<file path="src/rtl/irq_ctrl_pkg.sv">
// ============================================================================
//  Module  : irq_pkg
//  Brief   : Shared types and constants for the interrupt controller.
//  Rev     : 1.0  initial release
// ============================================================================
`default_nettype none

package irq_pkg;

  typedef enum logic [1:0] {
    IDLE    = 2'd0,
    REQ     = 2'd1,
    SERVICE = 2'd2
  } irq_state_e;

  localparam logic [3:0] IRQ_NONE  = 4'b0000;
  localparam logic [3:0] IRQ_TIMER = 4'b0001;
  localparam logic [3:0] IRQ_EXT   = 4'b0010;

  localparam int SRC_TIMER = 0;
  localparam int SRC_EXT   = 1;
  localparam int NUM_SRC   = 2;

  function automatic logic [3:0] src_to_cause(input logic src);
    return (src == 1'(SRC_EXT)) ? IRQ_EXT : IRQ_TIMER;
  endfunction

endpackage

`default_nettype wire

</file>
<file path="src/rtl/irq_ctrl_if.sv">
// ============================================================================
//  Module  : irq_ctrl_if
//  Brief   : Datapath <-> interrupt controller request/acknowledge bundle.
//  Rev     : 1.0  initial release
// ============================================================================
`default_nettype none

interface irq_ctrl_if;
  import irq_pkg::*;

  logic                irq_en;
  logic [NUM_SRC-1:0]  irq_mask;
  logic                irq_ack;
  logic                is_mret;
  logic [3:0]          interrupt;
  logic [NUM_SRC-1:0]  irq_pending;
  logic                irq_busy;

  // master = datapath / CSR side, slave = interrupt controller
  modport master (
    output irq_en, irq_mask, irq_ack, is_mret,
    input  interrupt, irq_pending, irq_busy
  );

  modport slave (
    input  irq_en, irq_mask, irq_ack, is_mret,
    output interrupt, irq_pending, irq_busy
  );

endinterface

`default_nettype wire

</file>
<file path="src/rtl/irq_ctrl_sync_edge.sv">
// ============================================================================
//  Module  : sync_edge
//  Brief   : Multi-flop synchronizer with rising-edge pulse (SYNC_STAGES >= 2).
//  Rev     : 1.0  initial release
// ============================================================================
`default_nettype none

module sync_edge #(
  parameter int SYNC_STAGES = 2
) (
  input  wire logic clk,
  input  wire logic rst,
  input  wire logic i_async,
  output logic      o_rise
);

  logic [SYNC_STAGES-1:0] r_sync;
  logic                   r_prev;

  always_ff @(posedge clk or negedge rst) begin
    if (!rst) begin
      r_sync <= '0;
      r_prev <= 1'b0;
    end else begin
      r_sync <= {r_sync[SYNC_STAGES-2:0], i_async};
      r_prev <= r_sync[SYNC_STAGES-1];
    end
  end

  // Pulse depends only on flops, so a line high at reset release yields one event
  assign o_rise = r_sync[SYNC_STAGES-1] & ~r_prev;

endmodule

`default_nettype wire

</file>
<file path="src/rtl/irq_ctrl.sv">
// ============================================================================
//  Module  : irq_ctrl
//  Brief   : Two-source prioritized interrupt controller (timer > external).
//  Rev     : 1.0  initial release
// ============================================================================
`default_nettype none

module irq_ctrl
  import irq_pkg::*;
#(
  parameter int SYNC_STAGES = 2,
  parameter int CNT_W       = 8
) (
  input  wire logic         clk,
  input  wire logic         rst,
  input  wire logic         ext_inter,
  input  wire logic         timer_ovf,
  irq_ctrl_if.slave         bus,
  output logic [CNT_W-1:0]  lost_timer,
  output logic [CNT_W-1:0]  lost_ext
);

  logic               w_ext_rise;
  logic [NUM_SRC-1:0] w_set;
  logic [NUM_SRC-1:0] w_clr;
  logic [NUM_SRC-1:0] w_elig;
  logic [NUM_SRC-1:0] r_pending;
  logic               w_ack_take;
  logic               w_win_src;

  irq_state_e         r_state;
  irq_state_e         w_state_nxt;
  logic               r_src;
  logic               w_src_nxt;
  logic [3:0]         r_interrupt;
  logic [3:0]         w_interrupt_nxt;

  sync_edge #(
    .SYNC_STAGES (SYNC_STAGES)
  ) u_sync_edge (
    .clk     (clk),
    .rst     (rst),
    .i_async (ext_inter),
    .o_rise  (w_ext_rise)
  );

  assign w_set      = {w_ext_rise, timer_ovf};
  assign w_ack_take = (r_state == REQ) && bus.irq_ack;

  always_comb begin
    w_clr = '0;
    if (w_ack_take) begin
      w_clr[r_src] = 1'b1;
    end
  end

  // Set has priority over the acknowledge clear in the same cycle
  always_ff @(posedge clk or negedge rst) begin
    if (!rst) begin
      r_pending <= '0;
    end else begin
      r_pending <= (r_pending & ~w_clr) | w_set;
    end
  end

  for (genvar i = 0; i < NUM_SRC; i++) begin : g_lost
    logic [CNT_W-1:0] r_cnt;

    always_ff @(posedge clk or negedge rst) begin
      if (!rst) begin
        r_cnt <= '0;
      end else if (w_set[i] && r_pending[i] && (r_cnt != {CNT_W{1'b1}})) begin
        r_cnt <= r_cnt + CNT_W'(1);
      end
    end
  end

  assign lost_timer = g_lost[SRC_TIMER].r_cnt;
  assign lost_ext   = g_lost[SRC_EXT].r_cnt;

  assign w_elig    = r_pending & bus.irq_mask & {NUM_SRC{bus.irq_en}};
  assign w_win_src = w_elig[SRC_TIMER] ? 1'(SRC_TIMER) : 1'(SRC_EXT);

  always_ff @(posedge clk or negedge rst) begin
    if (!rst) begin
      r_state     <= IDLE;
      r_src       <= 1'b0;
      r_interrupt <= IRQ_NONE;
    end else begin
      r_state     <= w_state_nxt;
      r_src       <= w_src_nxt;
      r_interrupt <= w_interrupt_nxt;
    end
  end

  always_comb begin
    w_state_nxt     = r_state;
    w_src_nxt       = r_src;
    w_interrupt_nxt = r_interrupt;
    case (r_state)
      IDLE: begin
        w_interrupt_nxt = IRQ_NONE;
        if (|w_elig) begin
          w_state_nxt     = REQ;
          w_src_nxt       = w_win_src;
          w_interrupt_nxt = src_to_cause(w_win_src);
        end
      end
      REQ: begin
        // Code is frozen here; a later higher-priority event waits its turn
        if (bus.irq_ack) begin
          w_state_nxt     = SERVICE;
          w_interrupt_nxt = IRQ_NONE;
        end else if (!bus.irq_en || !bus.irq_mask[r_src]) begin
          w_state_nxt     = IDLE;
          w_interrupt_nxt = IRQ_NONE;
        end
      end
      SERVICE: begin
        w_interrupt_nxt = IRQ_NONE;
        if (bus.is_mret) begin
          w_state_nxt = IDLE;
        end
      end
      default: begin
        w_state_nxt     = IDLE;
        w_interrupt_nxt = IRQ_NONE;
      end
    endcase
  end

  assign bus.interrupt   = r_interrupt;
  assign bus.irq_pending = r_pending;
  assign bus.irq_busy    = (r_state == SERVICE);

endmodule

`default_nettype wire

</file>
<file path="src/flat_wrapper.sv">
// flat-port wrapper written by rule: the top's interface ports become plain ports
module irq_ctrl_flat import irq_pkg::*;
#(
  parameter int SYNC_STAGES = 2,
  parameter int CNT_W       = 8
)
  (clk, rst, ext_inter, timer_ovf, lost_timer, lost_ext, bus_irq_en, bus_irq_mask, bus_irq_ack, bus_is_mret, bus_interrupt, bus_irq_pending, bus_irq_busy);
  irq_ctrl_if bus_i ();
  input  wire logic clk;
  input  wire logic rst;
  input  wire logic ext_inter;
  input  wire logic timer_ovf;
  output logic [CNT_W-1:0] lost_timer;
  output logic [CNT_W-1:0] lost_ext;
  input wire logic [$bits(bus_i.irq_en)-1:0] bus_irq_en;
  input wire logic [$bits(bus_i.irq_mask)-1:0] bus_irq_mask;
  input wire logic [$bits(bus_i.irq_ack)-1:0] bus_irq_ack;
  input wire logic [$bits(bus_i.is_mret)-1:0] bus_is_mret;
  output wire logic [$bits(bus_i.interrupt)-1:0] bus_interrupt;
  output wire logic [$bits(bus_i.irq_pending)-1:0] bus_irq_pending;
  output wire logic [$bits(bus_i.irq_busy)-1:0] bus_irq_busy;
  assign bus_i.irq_en = bus_irq_en;
  assign bus_i.irq_mask = bus_irq_mask;
  assign bus_i.irq_ack = bus_irq_ack;
  assign bus_i.is_mret = bus_is_mret;
  assign bus_interrupt = bus_i.interrupt;
  assign bus_irq_pending = bus_i.irq_pending;
  assign bus_irq_busy = bus_i.irq_busy;
  irq_ctrl #(.SYNC_STAGES(SYNC_STAGES), .CNT_W(CNT_W)) u_core (.clk(clk), .rst(rst), .ext_inter(ext_inter), .timer_ovf(timer_ovf), .bus(bus_i), .lost_timer(lost_timer), .lost_ext(lost_ext));
endmodule
</file>
<file path="config.mk">
export PLATFORM = sky130hd
export DESIGN_NAME = irq_ctrl_flat
export DESIGN_NICKNAME = d
export VERILOG_FILES = /design/src/rtl/irq_ctrl_pkg.sv /design/src/rtl/irq_ctrl_if.sv /design/src/rtl/irq_ctrl_sync_edge.sv /design/src/rtl/irq_ctrl.sv /design/src/flat_wrapper.sv
export SDC_FILE = /design/constraint.sdc
export NUM_CORES = 1
export LEC_CHECK = 0
export ABC_AREA = 1
export CAP_MARGIN = 15
export CELL_PAD_IN_SITES_DETAIL_PLACEMENT = 1
export CELL_PAD_IN_SITES_GLOBAL_PLACEMENT = 1
export CORE_MARGIN = 2
export CORE_UTILIZATION = 39
export CTS_CLUSTER_DIAMETER = 30
export CTS_CLUSTER_SIZE = 30
export DETAILED_ROUTE_END_ITERATION = 16
export PLACE_DENSITY_LB_ADDON = 0.1
export SLEW_MARGIN = 30
export SYNTH_ARGS = -nofsm -noshare
export SYNTH_HDL_FRONTEND = slang
export SYNTH_SLANG_ARGS = --single-unit
export TNS_END_PERCENT = 1
</file>
<file path="constraint.sdc">
create_clock -name clk -period 1.8 [get_ports clk]
set_clock_uncertainty 0.05 [all_clocks]
set_input_delay 0.36 -clock clk [delete_from_list [all_inputs] [get_ports clk]]
set_output_delay 0.36 -clock clk [all_outputs]
set_load 0.01 [all_outputs]
</file>
==> summary.txt, run 1 <==
Clock network
  – CTS tree: built
  – Root buffer cell: clkbuf_4
  – Number of clock sinks: 26
  – # H-tree levels: 1
  – CTS buffer count: 3
  – Worst-path clk slew: approximately 0.15 ns
  – Clock Tree Buf Depth: 2
  – Clk_lat worst skew: 0.32 ns

Finish
  – Fraction of layout cells with a size suffix above 1: 13.15%
  – Most frequent cells in the layout: nand2_1, clkdlybuf4s50_1, inv_1
  – Nets@finish: between 200 and 250
  – Diodes inserted: 0
  – Final Instance Area: 1837 um^2
  – Area Growth Syn to Fin: 29.45%
  – Final Non-Filler Cells: roughly 260
  – Most common cell after layout, fill and taps aside: nand2_1
  – Final cell utilization of the core: roughly 54%

Floorplanning
  – Die Footprint: ~4100 um^2
  – CORE AREA: about 3400 um^2
  – Die height: around 64 um
  – # IOs: 32
  – DIE WIDTH: between 60 and 70 um
  – Rows: 21
  – Initial Util: between 40 and 50%

Pwr
  – Leak Pwr: roughly 0.00097 uW
  – Design Power: approximately 2100 uW
  – Pwr/cell area: 1130 nW/um^2
  – Peak supply drop: ~0.00047 V

Logic synthesis
  – Adder-cell area share of the yosys netlist: between 1.5 and 2%
  – Primary FF master, synth: dfrtp_1
  – Cell variety after synth: 21
  – Post-synthesis mux area share: 0%
  – Yosys reg bits: 26
  – Post-synthesis simple-gate area fraction: approximately two fifths
  – Compound-Gate Fraction of Synth Area: under 10%
  – Synth Instances: around 180
  – Xor-xnor portion of the synthesized cell area: ~3.7%
  – Syn. warnings: 0
  – Cell taking the most area after synthesis: dfrtp_1
  – EDFF count, synth: 0
  – Synth area leaders: dfrtp_1, nand2_1, inv_1
  – Seq/Total Area, Yosys: 45.86%
  – Area share of the largest cell type after synthesis: between 40% and 50%
  – Mapped Avg Cell Area: 7.971 um^2
  – Asr flop ratio synth: 100.0%
  – Largest family of logic cells by synthesized area: simple AND/OR/NAND/NOR gates
  – Post-Syn Area: about 1400 um^2

Critical path
  – Setup CP Type: flip-flop to output port
  – FF-to-FF path depth: 8
  – Slowest CP cell: clkdlybuf4s50_1
  – Crit start category: flip-flop
  – CP delay by family, top: buffers and inverters
  – Worst reg2reg path startpoint: u_core.lost_ext[0]
  – Worst path arrival time: 1.33 ns
  – CP peak stage delay: 0.56 ns
  – RR Endpoint: u_core.lost_ext[4]
  – CP Buf/Inv Count: 1
  – Worst-path cell chain: clkdlybuf4s50_1
  – Reg2reg setup slack: 0.42 ns
  – Critical path startpoint: u_core.lost_timer[2]
  – Required time of the worst setup path: around 1.4 ns
  – CP endpoint kind: output port
  – Worst Path Max Fanout: 6

STA
  – RSZ-0062 raised after global routing: no
  – Max Transition Viols Final: 0
  – FMAX: about 0.57 GHz
  – Final worst-path cycle share: a little under 100%
  – Final Critical Period: roughly 1.7 ns
  – Final hold viol count: 0
  – Fin Setup TNS: 0 ns
  – Final setup violation count: 0

Status
  – Status: complete, no violations

GRT
  – Vias in the first global route: approximately 1300
  – Total GRT Usage: 17.56%
  – GRT Residual Overflow: 0
  – Pin count of the biggest net entering global routing: 27
  – First-pass GRT wire length: 5.671 mm
  – Initial antenna violation count: 0

Detailed routing
  – Via density: around 4.8
  – Drt initial violations: 29
  – Via count: between 1000 and 1500
  – Post-route ant nets: 0
  – Detailed Route WL: between 3 and 4 mm
  – Drt pass-1 iters: 4
  – Routed len/inst: approximately 13 um
  – DRC Markers: 0

Worst hold path
  – Type of the worst min-delay path: flip-flop to flip-flop
  – HP Start: u_core.u_sync_edge.r_sync[0]
  – WHS Endpoint: u_core.u_sync_edge.r_sync[1]
  – Hold Path Stages: 0

Placed design
  – Placed cell area: 1763 um^2
  – PortBufs: 29
  – Post-Place Cells: approximately 250
  – Gpl congestion: about 0.76
  – Post-DP HPWL: approximately 2.6 mm

Run
  – MaxCap Viol Count: 0
==> metal layers <==
metal	share of wire, %	vias to the layer above	track usage, %
li1	-	617	-
met1	45	596	21.05
met2	52	16	32.16
met3	2.7	2	2.465
met4	0.68	0	5.585
met5	0	-	0
==> synthesized netlist by cell type (2+ instances only) <==
| cell type | count |
|---|---|
| o21ai_0 | 4 |
| buf_4 | 2 |
| nand2_1 | 73 |
| xor2_1 | 4 |
| nor2_4 | 5 |
| nor2_1 | 11 |
| xnor2_1 | 2 |
| nand2_2 | 2 |
| nand2_4 | 2 |
| nand4_1 | 5 |
| dfrtp_1 | 26 |
| nand3_1 | 12 |
| ha_1 | 2 |
| inv_1 | 20 |
| nand2_8 | 2 |
==> flip-flops by register name (all words and copies together) (netlist names) <==
name / flops
u_core.lost_ext: 8
u_core.lost_timer: 8
u_core.bus.interrupt: 2
u_core.bus.irq_pending: 2
u_core.r_state: 2
u_core.u_sync_edge.r_sync: 2
u_core.r_src: 1
u_core.u_sync_edge.r_prev: 1
==> where the power goes <==
part,internal [uW],switching [uW],total (uW)
Combinational,413,433,846
Clock,124,176,300
Sequential,742,187,929
Total,1280,796,2080
==> timing repair <==
item,4_1_cts,5_1_grt
resized for setup,4,10
setup buffers,2,0
setup endpoints to repair,4,10
hold buffers,0,0
==> how the worst max path moves through the flow <==
stage | endpoint | slack [ns] | cells after the start
after floorplan | u_core.lost_ext[4] | 0.50 | 8
after global placement | u_core.lost_timer[6] | 0.26 | 6
after detailed placement | u_core.lost_timer[6] | 0.20 | 7
after CTS | lost_timer[5] | 0.01 | 1
after global routing | lost_timer[7] | 0.003 | 1
final | lost_timer[2] | 0.06 | 1
==> per-stage QoR <==
step,hold WS (ns),setup slack (ns)
floorplan,0.01441,0.4999
global placement,0.2874,0.2619
detailed placement,0.2990,0.2032
CTS,0.3319,0.009976
global route,0.3427,0.003201
finish,0.3245,0.05908
==> kinds of logic after synthesis <==
group / Yosys count
buffers and inverters: 24
other: 1
XOR/XNOR: 6
adder cells (fa/ha/maj): 2
AND/OR/NAND/NOR: 113
AO/OA/AOI/OAI: 6
flip-flops: 26
==> layout make-up <==
class	count	area [um^2]
fill	432	1579
multi-input combinational	129	666.9
sequential	26	659.4
timing repair buffer	32	326.6
inverter	22	90.09
tap	46	57.56
clock buffer	4	36.28
(Power assumes the default switching activity.)
==> run 2: changes to the inputs <==
TNS_END_PERCENT = unset   (was 1)
==> run 2 against run 1 <==
Net effect:
- non-clock buffer count up 9
- register-to-register slack lost 0.09 ns
- cell count increased by 3.5%
- via count grew 3.6%
- hold slack about the same
==> summary.txt, run 2 (synthesized netlist as in run 1, its figures left out) <==
STA
  – Final hold viol count: 0
  – Setup WS post-layout: between 0.05 and 0.06 ns
  – Final worst-path cycle share: a little under 100%
  – FMAX: 0.5744 GHz
  – Max Transition Viols Final: 0
  – Final setup violation count: 0
  – RSZ-0062 raised after global routing: no
  – Final Critical Period: approximately 1.7 ns
  – Hold slack: ~0.32 ns
  – Fin Setup TNS: 0 ns

GRT
  – Pin count of the biggest net entering global routing: 27
  – Total GRT Usage: between 15 and 20%
  – First-pass GRT wire length: approximately 5.7 mm
  – GRT busiest layer: met2
  – Initial antenna violation count: 0
  – M2 GR Usage: about 32%
  – GRT Residual Overflow: 0
  – Met3 Track Usage GR: between 2 and 2.5%
  – Met1 Use GR: about a fifth
  – Vias in the first global route: approximately 1300

Placed design
  – Post-Place Cells: 253
  – Gpl congestion: around 0.76
  – Post-DP HPWL: between 2 and 3 mm
  – Dpl ws: 0.2032 ns
  – PortBufs: 29

Finish
  – Reg area: between 600 and 700 um^2
  – Final Non-Filler Cells: roughly 270
  – Diodes inserted: 0
  – Nets@finish: around 230
  – Fraction of layout cells with a size suffix above 1: approximately 17%
  – Area occupied by multi-input gates: around 670 um^2
  – Most common cell after layout, fill and taps aside: nand2_1
  – Area Growth Syn to Fin: 33.16%
  – FILL cells: around 440
  – Most frequent cells in the layout: nand2_1, clkdlybuf4s50_1, inv_1
  – Final cell utilization of the core: 55.31%

Detailed routing
  – Drt pass-1 iters: 4
  – Drt initial violations: 35
  – Via count: between 1000 and 1500
  – DRC Markers: 0
  – Via density: ~4.8
  – Detailed Route WL: roughly 3.5 mm
  – Post-route ant nets: 0
  – Routed len/inst: between 10 and 15 um

Floorplanning
  – # IOs: 32
  – Die Footprint: roughly 4100 um^2
  – Die height: between 60 and 70 um
  – DIE WIDTH: 64.32 um
  – Initial Util: 41.54%
  – CORE AREA: around 3400 um^2
  – Rows: 21

Critical path
  – Worst path arrival time: between 1 and 1.5 ns
  – Required time of the worst setup path: roughly 1.4 ns
  – Setup CP Type: flip-flop to output port
  – CP delay by family, top: buffers and inverters
  – CP peak stage delay: about 0.56 ns
  – Slowest CP cell: clkdlybuf4s50_1
  – Worst-path cell chain: clkdlybuf4s50_1
  – CP Buf/Inv Count: 1
  – Worst Path Max Fanout: 6
  – Crit start category: flip-flop
  – CP endpoint kind: output port

Pwr
  – Pwr/cell area: 1158 nW/um^2
  – Peak supply drop: between 0.0004 and 0.0005 V
  – Leak Pwr: just over 0.0009 uW

Clock network
  – Clock Tree Buf Depth: 2
  – CTS Hold Bufs: 0
  – # H-tree levels: 1
  – Clk_lat worst skew: roughly 0.32 ns
  – Worst-path clk slew: ~0.15 ns
  – Root buffer cell: clkbuf_4
  – CTS tree: built
  – CTS buffer count: 3
  – Number of clock sinks: 26

Status
  – Status: complete, no violations

Worst hold path
  – Type of the worst min-delay path: flip-flop to flip-flop

Run
  – MaxCap Viol Count: 0
[run 2: final timing paths]
| check | startpoint | end | slack (ns) | depth (start not counted) |
|---|---|---|---|---|
| setup / recovery | u_core.lost_timer[2] | lost_timer[2] | 0.06 | 1 |
| hold / removal | u_core.u_sync_edge.r_sync[0] | u_core.u_sync_edge.r_sync[1] | 0.32 | 0 |
| setup reg to reg | u_core.lost_ext[0] | u_core.lost_ext[4] | 0.33 | 9 |
| hold reg to reg | u_core.u_sync_edge.r_sync[0] | u_core.u_sync_edge.r_sync[1] | 0.32 | 0 |
| max in group asynchronous | rst | u_core.lost_timer[4] | 1.07 | 2 |
| min in group asynchronous | rst | u_core.lost_ext[3] | 0.35 | 2 |
[run 2: repair_timing]
| action | 4_1_cts | 5_1_grt |
|---|---|---|
| buffers inserted | 2 | 9 |
| resized for setup | 4 | 4 |
| endpoints found under the setup margin | 4 | 10 |
[run 2: layout make-up]
| class | count | share of cell area, % |
|---|---|---|
| inverter | 22 | 4.768 |
| timing repair buffer | 41 | 20.07 |
| sequential | 26 | 34.90 |
| clock buffer | 4 | 1.921 |
| multi-input combinational | 129 | 35.30 |
| tap | 46 | 3.046 |
[run 2: power by group]
group,switching [uW],internal (uW)
registers,176,743
clock network,175,124
logic,480,491
total,831,1360
[run 2: metrics by stage]
stage	instance area, um^2	power, uW
2_1_floorplan	1423	1365
4_1_cts	1817	2116
6_report	1889	2188
3_5_place_dp	1763	1779
3_3_place_gp	1763	1738
5_1_grt	1889	2348
[run 2: per-layer routing]
layer  vias to the layer above  wire length, um
met2                        16             1894
met1                       621             1503
met5                         -                0
met4                         0               22
li1                        636                -
met3                         2               88
